**config.mk**
```make
export PLATFORM = sky130hd
export DESIGN_NAME = vc_wrr_arbiter
export DESIGN_NICKNAME = d
export VERILOG_FILES = /design/src/rtl/vc_arb_pkg.sv /design/src/rtl/wrr_pick.sv /design/src/rtl/vc_wrr_arbiter.sv
export SDC_FILE = /design/constraint.sdc
export NUM_CORES = 1
export LEC_CHECK = 0
export ABC_AREA = 1
export BUFFER_PORTS_ARGS = -buffer_cell sky130_fd_sc_hd__buf_2
export CAP_MARGIN = 0
export CORE_MARGIN = 5
export CORE_UTILIZATION = 45
export DETAILED_ROUTE_END_ITERATION = 10
export GPL_TIMING_DRIVEN = 0
export PLACE_DENSITY = 0.79
export SYNTH_ARGS = -nofsm -noshare
export SYNTH_HDL_FRONTEND = slang
export SYNTH_HIERARCHICAL = 1
export SYNTH_SLANG_ARGS = --single-unit
```
**constraint.sdc**
```tcl
create_clock -name clk -period 2.4 [get_ports clk]
set_clock_uncertainty 0.05 [all_clocks]
set_input_delay 0.24 -clock clk [delete_from_list [all_inputs] [get_ports clk]]
set_output_delay 0.24 -clock clk [all_outputs]
set_load 0.01 [all_outputs]
```
**src/rtl/vc_arb_pkg.sv**
```systemverilog
// Shared types and sizes for the two-VC weighted round-robin arbiter.
package vc_arb_pkg;

  typedef enum logic [1:0] {
    IDLE = 2'd0,
    SRV0 = 2'd1,
    SRV1 = 2'd2
  } state_e;

  localparam int BW_DEF = 16;
  localparam int CRW    = 4;
  localparam int CNTW   = 8;

endpackage

```
**src/rtl/wrr_pick.sv**
```systemverilog
// Winner selection plus next state/credit for the WRR arbiter.
module wrr_pick
  import vc_arb_pkg::*;
#(
  parameter int W0 = 3,
  parameter int W1 = 1
) (
  input  state_e           state_i,
  input  logic [CRW-1:0]   credit_i,
  input  logic             e0_i,
  input  logic             e1_i,
  input  logic             ok_i,
  output logic             gnt_o,
  output logic             vc_o,
  output state_e           state_o,
  output logic [CRW-1:0]   credit_o
);

  localparam logic [CRW-1:0] W0C = CRW'(W0);
  localparam logic [CRW-1:0] W1C = CRW'(W1);

  logic           same;
  logic [CRW-1:0] wt;

  always_comb begin
    gnt_o    = ok_i && (e0_i || e1_i);
    vc_o     = 1'b0;
    state_o  = state_i;
    credit_o = credit_i;
    unique case (state_i)
      IDLE: vc_o = !e0_i;
      SRV0: vc_o = !(e0_i && ((credit_i < W0C) || !e1_i));
      SRV1: vc_o = e1_i && ((credit_i < W1C) || !e0_i);
      default: vc_o = 1'b0;
    endcase
    same = (state_i == SRV0 && !vc_o) ||
           (state_i == SRV1 && vc_o);
    wt   = vc_o ? W1C : W0C;
    if (gnt_o) begin
      state_o = vc_o ? SRV1 : SRV0;
      // weight already spent: the other VC was idle, start a new run
      if (!same || credit_i >= wt)
        credit_o = CRW'(1);
      else if (credit_i != '1)
        credit_o = credit_i + CRW'(1);
    end
  end

endmodule

```
**src/rtl/vc_wrr_arbiter.sv**
```systemverilog
// Drains VC0/VC1 source FIFOs into one downstream FIFO by weight.
module vc_wrr_arbiter
  import vc_arb_pkg::*;
#(
  parameter int BW = BW_DEF,
  parameter int W0 = 3,
  parameter int W1 = 1
) (
  input  logic            clk,
  input  logic            reset,
  input  logic            vc0_empty,
  input  logic            vc1_empty,
  input  logic            vc0_almost_empty,
  input  logic            vc1_almost_empty,
  input  logic [BW-1:0]   vc0_data,
  input  logic [BW-1:0]   vc1_data,
  input  logic            out_full,
  input  logic            out_almost_full,
  output logic            vc0_rd,
  output logic            vc1_rd,
  output logic            out_wr,
  output logic [BW-1:0]   out_data,
  output logic            last_vc,
  output logic [CNTW-1:0] cnt0,
  output logic [CNTW-1:0] cnt1,
  output logic            error
);

  state_e          state_q, state_d;
  logic [CRW-1:0]  credit_q, credit_d;
  logic            rd0_q, rd1_q, sel_q;
  logic [CNTW-1:0] cnt0_q, cnt1_q;
  logic            err_q;
  logic            e0, e1, ok, gnt, vc, go;

  assign e0 = !vc0_empty && !(rd0_q && vc0_almost_empty);
  assign e1 = !vc1_empty && !(rd1_q && vc1_almost_empty);
  // a word in flight takes the last free downstream slot
  assign ok = !out_full && (!out_almost_full || !out_wr);

  wrr_pick #(.W0(W0), .W1(W1)) u_pick (
    .state_i  (state_q),
    .credit_i (credit_q),
    .e0_i     (e0),
    .e1_i     (e1),
    .ok_i     (ok),
    .gnt_o    (gnt),
    .vc_o     (vc),
    .state_o  (state_d),
    .credit_o (credit_d)
  );

  assign go     = gnt && !reset;
  assign vc0_rd = go && !vc;
  assign vc1_rd = go && vc;

  always_ff @(posedge clk or posedge reset) begin
    if (reset) begin
      state_q  <= IDLE;
      credit_q <= '0;
      rd0_q    <= 1'b0;
      rd1_q    <= 1'b0;
      sel_q    <= 1'b0;
      cnt0_q   <= '0;
      cnt1_q   <= '0;
      err_q    <= 1'b0;
    end else begin
      state_q  <= state_d;
      credit_q <= credit_d;
      rd0_q    <= vc0_rd;
      rd1_q    <= vc1_rd;
      sel_q    <= vc1_rd;
      if (out_wr && !sel_q) cnt0_q <= cnt0_q + 1'b1;
      if (out_wr && sel_q)  cnt1_q <= cnt1_q + 1'b1;
      if ((out_wr && out_full) ||
          (vc0_rd && vc0_empty) ||
          (vc1_rd && vc1_empty) ||
          (vc0_rd && vc1_rd))
        err_q <= 1'b1;
    end
  end

  assign out_wr   = rd0_q || rd1_q;
  assign out_data = !out_wr ? '0 :
                    sel_q   ? vc1_data : vc0_data;
  assign last_vc  = (state_q == SRV1);
  assign cnt0     = cnt0_q;
  assign cnt1     = cnt1_q;
  assign error    = err_q;

endmodule

```
==> out/qor.yml, run 1 <==
clkPwrFrac: 0.118
netlist_area_um2: 1500
path_cells: "or2_2 -> a21oi_2 -> o21ai_4 -> inv_4 -> inv_1 -> nor3_2 -> buf_2"
critPathTopFamily: "simple AND/OR/NAND/NOR gates"
htree_levels: 1
start_util: 0.457
clock-sinks: 25
synth_sequential_area_ratio: 0.417
postSynthAreaPerCell_um2: 8.48
rsz0062_at_grt: "no"
crit_type: "register to output pin"
finalCritPeriodShare: 0.945
synth-seq-cells: 25
synth_edf_count: 0
min_path_type: "input port to register"
grt_pass1_wl_mm: 5.53
drt_iter0_drc: 50
gp_congestion: 0.820
fmax_ghz: 0.441
switching_share: 0.414
hold_buffers: 0
gr-usage-all-layers: 0.157
switchingPower_mw: 0.627
pwr-share-comb: 0.469
clk_latency_ns: 0.30
timing.rr.start: "sel_q$_DFF_PP0_"
worst_slew_pin_slew_ns: 0.949
syn_inst: 177
drv_cap: 0
r2r_cells: 11
crit_required_ns: 2.11
endpoint_kind: "output pin"
synth_area_leaders: "dfrtp_1 42%, nand2_1 12%, a22o_1 9.3%"
clk_path_buf_depth: 2
design.core.area_um2: 3280
post_drt_wl_per_cell_um: 12.1
grt_pass1_vias: 1338
row_count: 21
r2r-end: "credit_q[0]$_DFF_PP0_"
reg2reg_slack_ns: 0.26
setup_viol: 0
remaining_drc_errors: 0
yosysWarnings: 6
p_int_mw: 0.887
period_minus_slack_ns: 2.27
cp_num_cells: 7
grt-ovfl-total: 0
relSlewSlack: 0.367
status: "complete, no violations"
synthArstFlopShare: 1.00
dr_total_vias: 1436
slew_violations: 0
synth_most_common_cell: "nand2_1"
ios: 77
drive_gt1_frac: 0.397
critPathBufInv: 3
cts_buffers: 3
drtPass1Iterations: 4
cts_tree: "built"
yosysUniqueCellTypes: 28
cts-root-buf: "clkbuf_4"
die_h_um: 67.7
synth_common_cells: "49 x nand2_1, 25 x dfrtp_1, 20 x inv_1, 16 x a22o_1, 11 x nor2_1"
critPathMaxFanout: 8
port_buffers: 76
fin_nets: 303
p_seq_frac: 0.414
hpwl_mm: 3.02
place_ws_ns: 0.148
startpoint: "rd0_q$_DFF_PP0_"
p_leak_nw: 1.18
syn2layout_area_growth_pct: 32.5
setup_tns_ns: 0
dieWidth_um: 67.7
synth_fp_nets: 222
max_stage_delay_ns: 0.46
antenna_found_initial: 0
finalHoldViolCount: 0
ys.flop_type: "dfrtp_1"
grt_max_degree: 27
yosysTopAreaCell: "dfrtp_1"
arrival_ns: 1.98
powerDensity_nw_per_um2: 761
setup_slack_ns: 0.133
drt-total-wl_mm: 3.68
ant_nets: 0
antenna_cells: 0
worstSetupEndpoint: "vc0_rd"
clk_pin_slew_ns: 0.13
viasPerCell: 4.74
slowest_stage: "dfrtp_1"
synth.top_cell.area_share: 0.417
dieArea_um2: 4590
cp-start-kind: "register"
vdd_drop_max_uv: 412
[layout by cell type, fill, tap and decap left out, drive strengths merged, types with 2 or more instances in the layout]
cell,instances
dfrtp,25
a22o,16
nand3,9
nor3,2
ha,5
xnor2,4
inv,23
o21ai,5
clkbuf,4
nor2,13
buf,79
xor2,7
nand3b,3
nand2,52
a21oi,6
[metrics by stage]
| stage | utilization | power (mW) | std cells | cell area (um^2) | hold slack [ns] |
|---|---|---|---|---|---|
| floorplan | - | 1.09 | 177 | 1500 | 0.223 |
| global placement | 0.590 | 1.31 | 299 | 1940 | 0.389 |
| detailed placement | 0.590 | 1.33 | 299 | 1940 | 0.394 |
| CTS | 0.600 | 1.52 | 303 | 1970 | 0.0521 |
| global route | 0.605 | 1.64 | 303 | 1990 | 0.0461 |
| finish | 0.605 | 1.51 | 303 | 1990 | 0.0595 |
[timing repair]
action | in CTS | in global routing
gates resized for setup | 2 | 3
setup buffers | 0 | 0
endpoints found under the setup margin | 2 | 3
[logic make-up (layout without fill, tap and decap cells)]
group,count (synthesis),after routing,synth area share
simple gates,82,82,0.255
compound gates,28,28,0.146
buf+inv,26,106,0.0709
flops,25,25,0.417
xor+xnor,11,11,0.0692
fa+ha+maj,5,5,0.0417
[worst min-delay path by stage]
stage               start             endpoint  depth (start not counted)
floorplan           reset  cnt0[0]$_DFFE_PP0P_                          1
global placement    reset      rd0_q$_DFF_PP0_                          2
detailed placement  reset      rd0_q$_DFF_PP0_                          2
CTS                 reset      rd0_q$_DFF_PP0_                          2
global route        reset      rd0_q$_DFF_PP0_                          2
finish              reset      rd0_q$_DFF_PP0_                          2
[area by class of cell]
class | instances | area, um^2
Fill cell | 294 | 1300
Multi-Input combinational cell | 126 | 792
Sequential cell | 25 | 626
Timing Repair Buffer | 76 | 380
Inverter | 23 | 91.3
Tap cell | 46 | 57.6
Clock buffer | 4 | 26.3
Buffer | 3 | 15.0
[sequential cells by signal (all words and copies together) (netlist names)]
register and cells:
cnt1 8, state_q 2, error 1, rd0_q 1, cnt0 8, credit_q 4, sel_q 1
[power by group through the flow]
stage,Combinational (mW),Sequential [mW],Clock [mW]
floorplan,0.447,0.644,0
global placement,0.681,0.631,0
detailed placement,0.699,0.635,0
CTS,0.708,0.626,0.188
global route,0.792,0.647,0.203
finish,0.710,0.626,0.178
[routing by layer]
metal,global-route usage,part of all wire,vias up
li1,-,-,738
met1,0.186,0.44,639
met2,0.284,0.46,57
met3,0.0333,0.10,2
met4,0.0380,0.0038,0
met5,0,0,-
No activity file was read; power rests on OpenSTA's default activity.
==> run 2, diff against run 1 <==
clock period = 2.16 ns   (was 2.4 ns; I/O delays follow)
==> out/qor.yml, run 2 (synthesized netlist as in run 1, its figures left out) <==
final_common_cell: "buf_2"
rsz0062_at_grt: "yes"
antenna_cells: 0
fin_nets: 318
slew_violations: 0
dieWidth_um: 67.7
grt_pass1_wl_mm: 5.69
drtPass1Iterations: 4
start_util: 0.457
whs_path_depth: 2
remaining_drc_errors: 0
drt-total-wl_mm: 3.94
finalPower_mw: 1.81
endpoint_kind: "output pin"
clock-sinks: 25
fmax_ghz: 0.482
p_seq_frac: 0.382
final_cell_mix: "78 x buf_2, 48 x nand2_1, 25 x dfrtp_1"
period_minus_slack_ns: 2.07
drive_gt1_frac: 0.445
vdd_drop_max_uv: 402
ant_nets: 0
dieArea_um2: 4590
setup_viol: 0
cts-root-buf: "clkbuf_4"
dr_total_vias: 1508
hpwl_mm: 3.02
cts_buffers: 3
placed_cells: 299
arrival_ns: 1.81
antenna_found_initial: 0
worstSetupEndpoint: "vc0_rd"
grt-ovfl-total: 0
crit_required_ns: 1.89
max_stage_delay_ns: 0.44
r2r_cells: 9
final_core_util: 0.653
cp_num_cells: 7
cp-start-kind: "register"
switchingPower_mw: 0.748
row_count: 21
post_drt_wl_per_cell_um: 12.4
timing.rr.start: "rd0_q$_DFF_PP0_"
reg2reg_slack_ns: 0.13
finalCritPeriodShare: 0.960
critPathBufInv: 3
syn2layout_area_growth_pct: 42.9
grt_pass1_vias: 1365
critPathMaxFanout: 5
powerDensity_nw_per_um2: 845
min_path_type: "input port to register"
drv_cap: 0
htree_levels: 1
slowest_stage: "dfrtp_1"
hold_buffers: 0
r2r-end: "credit_q[0]$_DFF_PP0_"
cts_tree: "built"
die_h_um: 67.7
p_leak_nw: 1.25
drt_iter0_drc: 55
grt_max_degree: 27
ios: 77
clk_pin_slew_ns: 0.13
viasPerCell: 4.74
design.core.area_um2: 3280
switching_share: 0.413
clk_latency_ns: 0.31
pwr-share-comb: 0.504
placed_cell_area_um2: 1940
layoutNonFillerInstCount: 318
crit_type: "register to output pin"
gp_congestion: 0.820
port_buffers: 76
critPathTopFamily: "simple AND/OR/NAND/NOR gates"
path_cells: "or2_4 -> a21oi_4 -> o21ai_4 -> inv_4 -> inv_4 -> nor3_4 -> buf_2"
status: "complete, no violations"
finalHoldViolCount: 0
stdcell_area_um2: 2140
crit_path_frequent_cell: "inv_4"
relSlewSlack: 0.357
worst_slew_pin_slew_ns: 0.964
startpoint: "sel_q$_DFF_PP0_"
clk_path_buf_depth: 2
p_int_mw: 1.06
clkPwrFrac: 0.114
gr-usage-all-layers: 0.161
-- run 2: area by class of cell --
cell class / instances / area [um^2]
Fill cell: 278 / 1140
Multi-Input combinational cell: 126 / 826
Sequential cell: 25 / 626
Timing Repair Buffer: 91 / 493
Inverter: 23 / 93.8
Tap cell: 46 / 57.6
Clock buffer: 4 / 26.3
Buffer: 3 / 21.3
-- run 2: worst min-delay path by stage --
stage / start / to / slack [ns]
3_3_place_gp: reset / rd0_q$_DFF_PP0_ / 0.36
2_1_floorplan: reset / cnt0[0]$_DFFE_PP0P_ / 0.20
5_1_grt: reset / rd0_q$_DFF_PP0_ / 0.03
6_report: reset / rd0_q$_DFF_PP0_ / 0.04
4_1_cts: reset / rd0_q$_DFF_PP0_ / 0.02
3_5_place_dp: reset / rd0_q$_DFF_PP0_ / 0.37
-- run 2: metal layers --
layer  vias up  global-route usage  routed length, um
met2        67               0.296               1860
met3         4              0.0333                402
met5         -                   0                  0
li1        764                   -                  -
met4         0              0.0405                 26
met1       673               0.189               1650
-- run 2: power groups by stage --
| stage | registers, mW | logic (mW) | clock network, mW |
|---|---|---|---|
| 3_5_place_dp | 0.705 | 0.777 | 0 |
| 3_3_place_gp | 0.701 | 0.757 | 0 |
| 6_report | 0.692 | 0.914 | 0.206 |
| 2_1_floorplan | 0.715 | 0.497 | 0 |
| 4_1_cts | 0.693 | 0.822 | 0.209 |
| 5_1_grt | 0.712 | 1.01 | 0.231 |
-- run 2: worst register-to-register path, stage by stage, from the launching register on --
cell and delay, ns:
dfrtp_1 0.45, a21oi_2 0.31, nand2_1 0.14, nand3_2 0.12, nand3_4 0.12, ha_1 0.30, a211oi_2 0.27, nand2_1 0.09
nand2_1 0.06, nand2_1 0.04
-- run 2: timing repair --
| action | CTS | global route |
|---|---|---|
| gates resized for setup | 7 | 9 |
| buffers inserted | 5 | 10 |
| pin swaps | 0 | 5 |
| endpoints found under the setup margin | 5 | 5 |
-- run 2: through the flow --
step / setup WS [ns] / setup TNS, ns / hold slack (ns)
floorplan: 0.120 / 0 / 0.199
global placement: -0.0527 / -0.0527 / 0.365
finish: 0.0861 / 0 / 0.0447
global route: -0.0489 / -0.0599 / 0.0265
CTS: 0.00419 / 0 / 0.0192
detailed placement: -0.0918 / -0.160 / 0.370
